==> config.mk <==
export PLATFORM = sky130hd
export DESIGN_NAME = imem_uart_loader
export DESIGN_NICKNAME = d
export VERILOG_FILES = /design/src/rtl/imem_uart_loader.sv
export SDC_FILE = /design/constraint.sdc
export NUM_CORES = 1
export LEC_CHECK = 0
export ABC_CLOCK_PERIOD_IN_PS = 3500
export CAP_MARGIN = 15
export CORE_UTILIZATION = 45
export DETAILED_ROUTE_END_ITERATION = 8
export GPL_ROUTABILITY_DRIVEN = 0
export GPL_TIMING_DRIVEN = 0
export PLACE_DENSITY = 0.78
export SETUP_SLACK_MARGIN = 0.5
export SYNTH_ARGS = -nofsm -noshare
export SYNTH_HDL_FRONTEND = slang
export SYNTH_SLANG_ARGS = --single-unit
==> constraint.sdc <==
create_clock -name clk -period 3.5 [get_ports clk]
set_input_delay 0.525 -clock clk [delete_from_list [all_inputs] [get_ports clk]]
set_output_delay 0.525 -clock clk [all_outputs]
set_load 0.01 [all_outputs]
==> src/rtl/imem_uart_loader.sv <==
// Boot loader: receives a length-prefixed byte frame and writes it into
// instruction memory as little-endian 32-bit words, holding the core meanwhile.
module imem_uart_loader #(
  parameter int ADDR_WIDTH = 12,
  parameter int LEN_WIDTH  = 16
) (
  input  logic                  clk,
  input  logic                  reset,
  input  logic                  start,
  input  logic [7:0]            rx_data,
  input  logic                  rx_valid,
  output logic                  rx_ready,
  output logic                  imem_we,
  output logic [ADDR_WIDTH-1:0] imem_addr,
  output logic [31:0]           imem_wdata,
  output logic                  busy,
  output logic                  done,
  output logic                  overflow,
  output logic                  core_hold,
  output logic [LEN_WIDTH-1:0]  byte_count
);

  localparam int AW1 = ADDR_WIDTH + 1;

  typedef enum logic [2:0] {
    S_IDLE, S_LEN_LO, S_LEN_HI, S_DATA, S_FLUSH, S_DONE
  } state_t;

  state_t                state_q, state_d;
  logic [LEN_WIDTH-1:0]  len_q, len_d, cnt_q, cnt_d, len_full;
  logic [31:0]           pack_q, pack_d, wdata_q, wdata_d, merged;
  logic [1:0]            lane_q, lane_d;
  // One extra bit so the first out-of-range word address is detectable
  // instead of wrapping back to 0.
  logic [ADDR_WIDTH:0]   waddr_q, waddr_d;
  logic [ADDR_WIDTH-1:0] addr_q, addr_d;
  logic                  we_q, we_d, ovf_q, ovf_d;
  logic                  accept, last_byte;

  always_ff @(posedge clk or posedge reset) begin
    if (reset) begin
      state_q <= S_IDLE;
      len_q   <= '0;
      cnt_q   <= '0;
      pack_q  <= '0;
      wdata_q <= '0;
      lane_q  <= '0;
      waddr_q <= '0;
      addr_q  <= '0;
      we_q    <= 1'b0;
      ovf_q   <= 1'b0;
    end else begin
      state_q <= state_d;
      len_q   <= len_d;
      cnt_q   <= cnt_d;
      pack_q  <= pack_d;
      wdata_q <= wdata_d;
      lane_q  <= lane_d;
      waddr_q <= waddr_d;
      addr_q  <= addr_d;
      we_q    <= we_d;
      ovf_q   <= ovf_d;
    end
  end

  always_comb begin
    state_d = state_q;
    len_d   = len_q;
    cnt_d   = cnt_q;
    pack_d  = pack_q;
    wdata_d = wdata_q;
    lane_d  = lane_q;
    waddr_d = waddr_q;
    addr_d  = addr_q;
    we_d    = 1'b0;
    ovf_d   = ovf_q;

    rx_ready  = (state_q == S_LEN_LO) || (state_q == S_LEN_HI) || (state_q == S_DATA);
    accept    = rx_ready && rx_valid;
    merged    = pack_q | ({24'd0, rx_data} << {lane_q, 3'b000});
    last_byte = ((cnt_q + LEN_WIDTH'(1)) == len_q);
    len_full        = len_q;
    len_full[15:8]  = rx_data;

    case (state_q)
      S_IDLE, S_DONE: begin
        if (start) begin
          state_d = S_LEN_LO;
          ovf_d   = 1'b0;
          cnt_d   = '0;
        end
      end
      S_LEN_LO: begin
        if (accept) begin
          len_d      = '0;
          len_d[7:0] = rx_data;
          state_d    = S_LEN_HI;
        end
      end
      S_LEN_HI: begin
        if (accept) begin
          len_d   = len_full;
          waddr_d = '0;
          lane_d  = '0;
          pack_d  = '0;
          state_d = (len_full == '0) ? S_DONE : S_DATA;
        end
      end
      S_DATA: begin
        if (accept) begin
          cnt_d  = cnt_q + LEN_WIDTH'(1);
          lane_d = lane_q + 2'd1;
          pack_d = merged;
          if (lane_q == 2'd3 || last_byte) begin
            pack_d = '0;
            // Words past the end of memory are dropped; the stream keeps draining.
            if (waddr_q[ADDR_WIDTH]) begin
              ovf_d = 1'b1;
            end else begin
              we_d    = 1'b1;
              wdata_d = merged;
              addr_d  = waddr_q[ADDR_WIDTH-1:0];
              waddr_d = waddr_q + AW1'(4);
            end
          end
          if (last_byte) state_d = S_FLUSH;
        end
      end
      S_FLUSH: state_d = S_DONE;
      default: state_d = S_IDLE;
    endcase
  end

  assign imem_we    = we_q;
  assign imem_addr  = addr_q;
  assign imem_wdata = wdata_q;
  assign busy       = (state_q == S_LEN_LO) || (state_q == S_LEN_HI) ||
                      (state_q == S_DATA)   || (state_q == S_FLUSH);
  assign core_hold  = busy;
  assign done       = (state_q == S_DONE);
  assign overflow   = ovf_q;
  assign byte_count = cnt_q;

endmodule
==> metrics.csv, run 1 <==
stage;metric;value;unit
timing;max-slew violation count;0;
timing;Final Setup Violations;0;
layout;ant diodes;0;
cts;CTS tree;built;
place;dpl cells;874;
layout;layout cells sized above 1;14.88;%
global_routing;Total GRT Usage;24.90;%
floorplan;die area;13540;sq um
layout;fin area;7695;sq um
timing;unrepaired setup endpoints after global routing;true;
setup_path;critical path peak fanout;10;
global_routing;total gr overflow;0;
timing;FMAX;336.3;MHz
setup_path;Reg2Reg Setup Slack;0.53;ns
outcome;status;completed;
setup_path;Setup CP Type;reg -> reg;
setup_path;CP Cell Sequence;buf_6 -> nand4_1 -> or3_4 -> a222oi_1 -> nand4_1 -> nor4_4 -> o211ai_2 -> buf_6 -> buf_8 -> mux2_4;
place;DP Area;6925;sq um
detailed_routing;DRC Markers;0;
global_routing;first-pass GRT wire length;25.56;mm
power_and_ir_drop;Power Total;5.458;mW
layout;synth-to-layout area growth;30.74;%
global_routing;largest net degree at the start of global routing;46;
yosys;Seq/Total Area, Yosys;52.72;%
floorplan;Starting Density;46.45;%
yosys;synthesis-stage register bit count;124;
timing;endpoints failing hold;0;
timing;Hold Slack;0.4387;ns
setup_path;critical path capture point type;flip-flop;
timing;Period minus WS final;2.974;ns
detailed_routing;drt via density;5.801;
setup_path;critical path startpoint category;flip-flop;
layout;fill count;1018;
cts;Clock Latency Late Sink;0.42;ns
layout;Layout Cells excl Fill;918;
floorplan;Die X;116.4;um
timing;fin crit share;84.96;%
cts;CTS H-Tree Depth;4;
detailed_routing;drt wl/cell;17.56;um
setup_path;CP arrival;3.27;ns
power_and_ir_drop;standby leakage power;3.354;nW
min_path;hold crit path type;in -> async;
global_routing;antenna violations before repair;0;
yosys;synthesized instance count;623;
setup_path;Max stage delay cell, worst path;nor4_4;
run;max-cap violation count;0;
cts;Max Root-Sink Buffers;2;
yosys;Syn Std Cell Area;5886;sq um
timing;Slew HR;35.71;%
cts;Sink Count;124;
timing;setup TNS;0;ns
floorplan;Die Ht;116.4;um
floorplan;I/O pin cnt;78;
cts;Root Buffer;clkbuf_16;
global_routing;vias in the first global route;5245;
cts;Worst-path clk slew;0.06;ns
cts;hold_buf cts;0;
setup_path;Worst EP required;3.80;ns
place;pre-CTS WS;0.08024;ns
timing;post-route setup slack;0.5263;ns
power_and_ir_drop;VDD IR max;0.0003325;V
detailed_routing;DR vias;5325;
floorplan;area of the core;12670;sq um
layout;Core Util, Final;60.73;%
floorplan;# rows;41;
place;Post-DP HPWL;10.69;mm
detailed_routing;initial drt markers;441;
detailed_routing;drt pass-1 iters;5;
layout;Total Nets Final;748;
detailed_routing;DRT Wirelength;16.12;mm
power_and_ir_drop;PwrDens;709.3;nW/um^2
yosys;yosys warns;0;
cts;CTS Buf Count;17;
detailed_routing;DRT antenna net count;0;
timing;Fin Clk Skew;0.004805;ns
yosys;Synth Flop Type;dfrtp_1;
yosys;synthesized area per cell;9.447;sq um
timing;Worst-Margin Slew;0.9563;ns
yosys;ys async rst share;100.0;%
yosys;Post-synth EDFFs;0;
place;# port buffers;75;
setup_path;CP peak stage delay;0.43;ns
yosys;Yosys cell types;57;
per-layer routing:
layer | vias to the layer above | global-route usage (%) | share of wire, %
met5 | - | 0 | 0
met2 | 265 | 41.78 | 49
met3 | 55 | 5.189 | 6.9
met1 | 2614 | 30.24 | 40
met4 | 0 | 13.08 | 3.3
li1 | 2391 | - | -
where the power goes:
group,internal (mW),switching (mW),total [mW]
logic,0.781,0.992,1.77
clock network,0.970,0.672,1.64
registers,1.77,0.275,2.04
total,3.52,1.94,5.46
cells in the final DEF (no fill, tap or decap), drive strengths merged, types with 2 or more instances in the layout:
master | Yosys | routed
conb | 1 | 2
nand4 | 6 | 6
clkinvlp | 0 | 7
nor3 | 8 | 8
o41ai | 3 | 3
dfrtp | 124 | 124
a21oi | 70 | 70
and2 | 2 | 2
mux2 | 18 | 18
o32ai | 2 | 2
nor4 | 10 | 10
clkdlybuf4s50 | 0 | 75
o22a | 8 | 8
xnor2 | 14 | 14
xor2 | 9 | 9
buf | 18 | 32
o31ai | 5 | 5
inv | 14 | 14
mux2i | 2 | 2
nand3 | 13 | 13
clkinv | 0 | 7
clkbuf | 30 | 48
a31oi | 2 | 2
nor2b | 5 | 5
ha | 3 | 3
or2 | 4 | 4
nand2 | 78 | 78
nand2b | 3 | 3
a22oi | 9 | 9
a21o | 2 | 2
o21ai | 73 | 73
and3 | 5 | 5
nor2 | 65 | 65
cell type report:
| cell class | count | area [sq um] | share of cell area, % |
|---|---|---|---|
| clock buffer | 17 | 425.4 | 5.528 |
| clock inverter | 15 | 126.4 | 1.642 |
| inverter | 14 | 56.30 | 0.7317 |
| multi-input combinational | 438 | 2597 | 33.76 |
| tap | 172 | 215.2 | 2.797 |
| sequential | 124 | 3109 | 40.41 |
| timing repair buffer | 90 | 898.4 | 11.67 |
| buffer | 48 | 266.5 | 3.463 |
final timing paths:
path | depth (start not counted) | endpoint | from
min in group clk | 2 | imem_wdata[20] | imem_wdata[20]
max reg2reg | 10 | imem_addr[6] | byte_count[2]
min | 2 | imem_we | reset
max | 10 | imem_addr[6] | byte_count[2]
max in group asynchronous | 4 | byte_count[1] | reset
min reg2reg | 2 | imem_wdata[20] | imem_wdata[20]
critical path: cells and delay by family, from the launching register on:
kind / cells / cell delay (ns)
and+or+nand+nor: 4 / 1.29
buffers and inverters: 3 / 0.48
AOI/OAI and AO/OA: 2 / 0.41
DFF: 1 / 0.36
muxes: 1 / 0.30
flip-flops by register name (all words and copies together) (netlist names), 2 cells and up:
register    cells
imem_addr      10
byte_count     16
len_q          16
imem_wdata     32
pack_q         32
lane_q          2
state_q         3
waddr_q        11
logic make-up (layout without fill, tap and decap cells):
family | count (synthesis) | count (layout) | share of synthesized area, %
AND/OR/NAND/NOR | 203 | 203 | 15.60
AO/OA/AOI/OAI | 186 | 186 | 18.39
flip-flops | 124 | 124 | 52.72
buffers and inverters | 62 | 184 | 4.613
XOR/XNOR | 24 | 24 | 3.805
multiplexers | 20 | 20 | 4.167
adder cells (fa/ha/maj) | 3 | 3 | 0.6378
other | 1 | 2 | 0.06371
what timing repair did:
item	CTS	global route
gates resized for setup	17	29
pin swaps	2	7
setup endpoints to repair	89	83
buffers inserted	4	7
synthesized netlist by cell type, drive strengths merged (2+ instances only):
cell type / count / area [sq um]
dfrtp: 124 / 3103
nand2: 78 / 292.8
o21ai: 73 / 365.4
a21oi: 70 / 354.1
nor2: 65 / 244.0
clkbuf: 30 / 112.6
buf: 18 / 106.4
mux2: 18 / 225.2
inv: 14 / 52.55
xnor2: 14 / 122.6
nand3: 13 / 70.07
nor4: 10 / 77.57
a22oi: 9 / 67.56
xor2: 9 / 78.83
nor3: 8 / 40.04
o22a: 8 / 70.07
nand4: 6 / 43.79
and3: 5 / 31.28
nor2b: 5 / 31.28
o31ai: 5 / 37.54
or2: 4 / 25.03
ha: 3 / 37.54
nand2b: 3 / 18.77
o41ai: 3 / 26.28
a21o: 2 / 15.01
a31oi: 2 / 12.51
and2: 2 / 12.51
mux2i: 2 / 20.02
o32ai: 2 / 17.52
No activity file was read; power rests on OpenSTA's default activity.
==> inputs of run 2 (changes only) <==
Settings changed: ABC_CLOCK_PERIOD_IN_PS 3500 to 2400.
Clock period 3.5 ns to 2.4 ns, I/O delays scaled along.
==> metrics.csv, run 2 (synthesized netlist as in run 1, its figures left out) <==
stage;metric;value;unit
timing;endpoints failing hold;0;
outcome;failing checks;setup timing;
detailed_routing;DRC Markers;0;
global_routing;first-pass GRT wire length;26.53;mm
floorplan;# rows;41;
layout;layout cells sized above 1;22.15;%
cts;Worst-path clk slew;0.05;ns
cts;Root Buffer;clkbuf_16;
place;dpl cells;874;
power_and_ir_drop;PwrDens;1054;nW/um^2
setup_path;Worst EP required;2.70;ns
timing;Final Setup Violations;88;
run;max-cap violation count;0;
floorplan;I/O pin cnt;78;
cts;hold_buf cts;0;
timing;FMAX;360.8;MHz
timing;Fin Clk Skew;0.008668;ns
layout;fin area;8210;sq um
cts;CTS H-Tree Depth;4;
min_path;hold crit path type;in -> reg;
place;# port buffers;75;
timing;Period minus WS final;2.771;ns
global_routing;antenna violations before repair;0;
detailed_routing;drt via density;5.853;
power_and_ir_drop;standby leakage power;3.574;nW
detailed_routing;DRT antenna net count;0;
place;DP Area;7052;sq um
layout;Core Util, Final;64.80;%
setup_path;critical path capture point type;flip-flop;
cts;CTS Buf Count;17;
detailed_routing;initial drt markers;534;
detailed_routing;DR vias;5473;
setup_path;CP arrival;3.07;ns
outcome;status;complete, but fails checks;
power_and_ir_drop;VDD IR max;0.0005619;V
timing;max-slew violation count;0;
global_routing;vias in the first global route;5328;
layout;Total Nets Final;765;
floorplan;Die X;116.4;um
setup_path;critical path peak fanout;10;
cts;Max Root-Sink Buffers;2;
timing;post-route setup slack;-0.3714;ns
layout;commonest non-fill, non-tap cell in the layout;dfrtp_1;
timing;Worst-Margin Slew;0.9910;ns
place;Post-DP HPWL;10.80;mm
cts;Sink Count;124;
global_routing;Total GRT Usage;25.96;%
place;pre-CTS WS;-0.6351;ns
timing;fin crit share;115.5;%
global_routing;largest net degree at the start of global routing;46;
floorplan;Die Ht;116.4;um
detailed_routing;drt wl/cell;18.32;um
setup_path;critical path startpoint category;flip-flop;
layout;synth-to-layout area growth;39.50;%
timing;Slew HR;33.42;%
layout;ant diodes;0;
timing;Hold Slack;0.2933;ns
timing;setup TNS;-23.75;ns
cts;Clock Latency Late Sink;0.42;ns
global_routing;total gr overflow;0;
layout;Layout Cells excl Fill;935;
layout;most frequent cells in the layout;117 x dfrtp_1, 75 x nand2_1, 70 x clkdlybuf4s50_1, 69 x a21oi_1, 55 x nor2_1;
cts;CTS tree;built;
timing;unrepaired setup endpoints after global routing;true;
setup_path;Setup CP Type;reg -> reg;
floorplan;Starting Density;46.45;%
power_and_ir_drop;Power Total;8.655;mW
detailed_routing;DRT Wirelength;17.13;mm
floorplan;area of the core;12670;sq um
floorplan;die area;13540;sq um
detailed_routing;drt pass-1 iters;5;
==> run 2: routing by layer <==
| metal | vias up | track usage (%) | part of all wire [%] |
|---|---|---|---|
| met2 | 269 | 44.46 | 51 |
| met5 | - | 0 | 0 |
| met1 | 2722 | 31.43 | 39 |
| met4 | 0 | 11.79 | 3.0 |
| met3 | 53 | 5.501 | 6.4 |
| li1 | 2429 | - | - |
==> run 2: worst paths after layout <==
check	from	to	slack [ns]	depth (start not counted)
worst max-delay path	byte_count[3]	imem_addr[2]	-0.37	11
worst min-delay path	rx_valid	state_q[1]	0.29	3
worst max register to register	byte_count[3]	imem_addr[2]	-0.37	11
worst min register to register	imem_wdata[21]	imem_wdata[21]	0.48	2
max in group asynchronous	reset	pack_q[20]	1.33	4
min in group asynchronous	reset	len_q[14]	0.33	2
==> run 2: timing repair <==
item	in CTS	in global routing
gates cloned	3	0
buffers inserted	20	5
pin swaps	13	14
resized for setup	76	60
setup endpoints to repair	118	116
==> run 2: cell type report <==
type,count,area (sq um)
Clock buffer,20,456.7
Multi-Input combinational cell,438,2759
Sequential cell,124,3112
Timing Repair Buffer,107,1057
Inverter,14,56.30
Tap cell,172,215.2
Clock inverter,12,137.6
Fill cell,973,4461
Buffer,48,416.7
==> run 2: power breakdown <==
group / total [mW] / leakage, nW / internal [mW] / switching (mW)
combinational: 3.07 / 1.62 / 1.41 / 1.66
sequential: 3.01 / 1.66 / 2.58 / 0.427
clock: 2.58 / 0.287 / 1.59 / 0.985
total: 8.66 / 3.57 / 5.59 / 3.07
==> run 2: critical path: stages (launching register included) <==
cell and delay [ns]:
dfrtp_1 0.35, buf_6 0.10, nand4_1 0.20, or3_4 0.39, a222oi_1 0.23, nand4_1 0.21
nor4_4 0.27, buf_6 0.17, o211ai_4 0.11, buf_6 0.17, buf_12 0.15, mux2_4 0.29
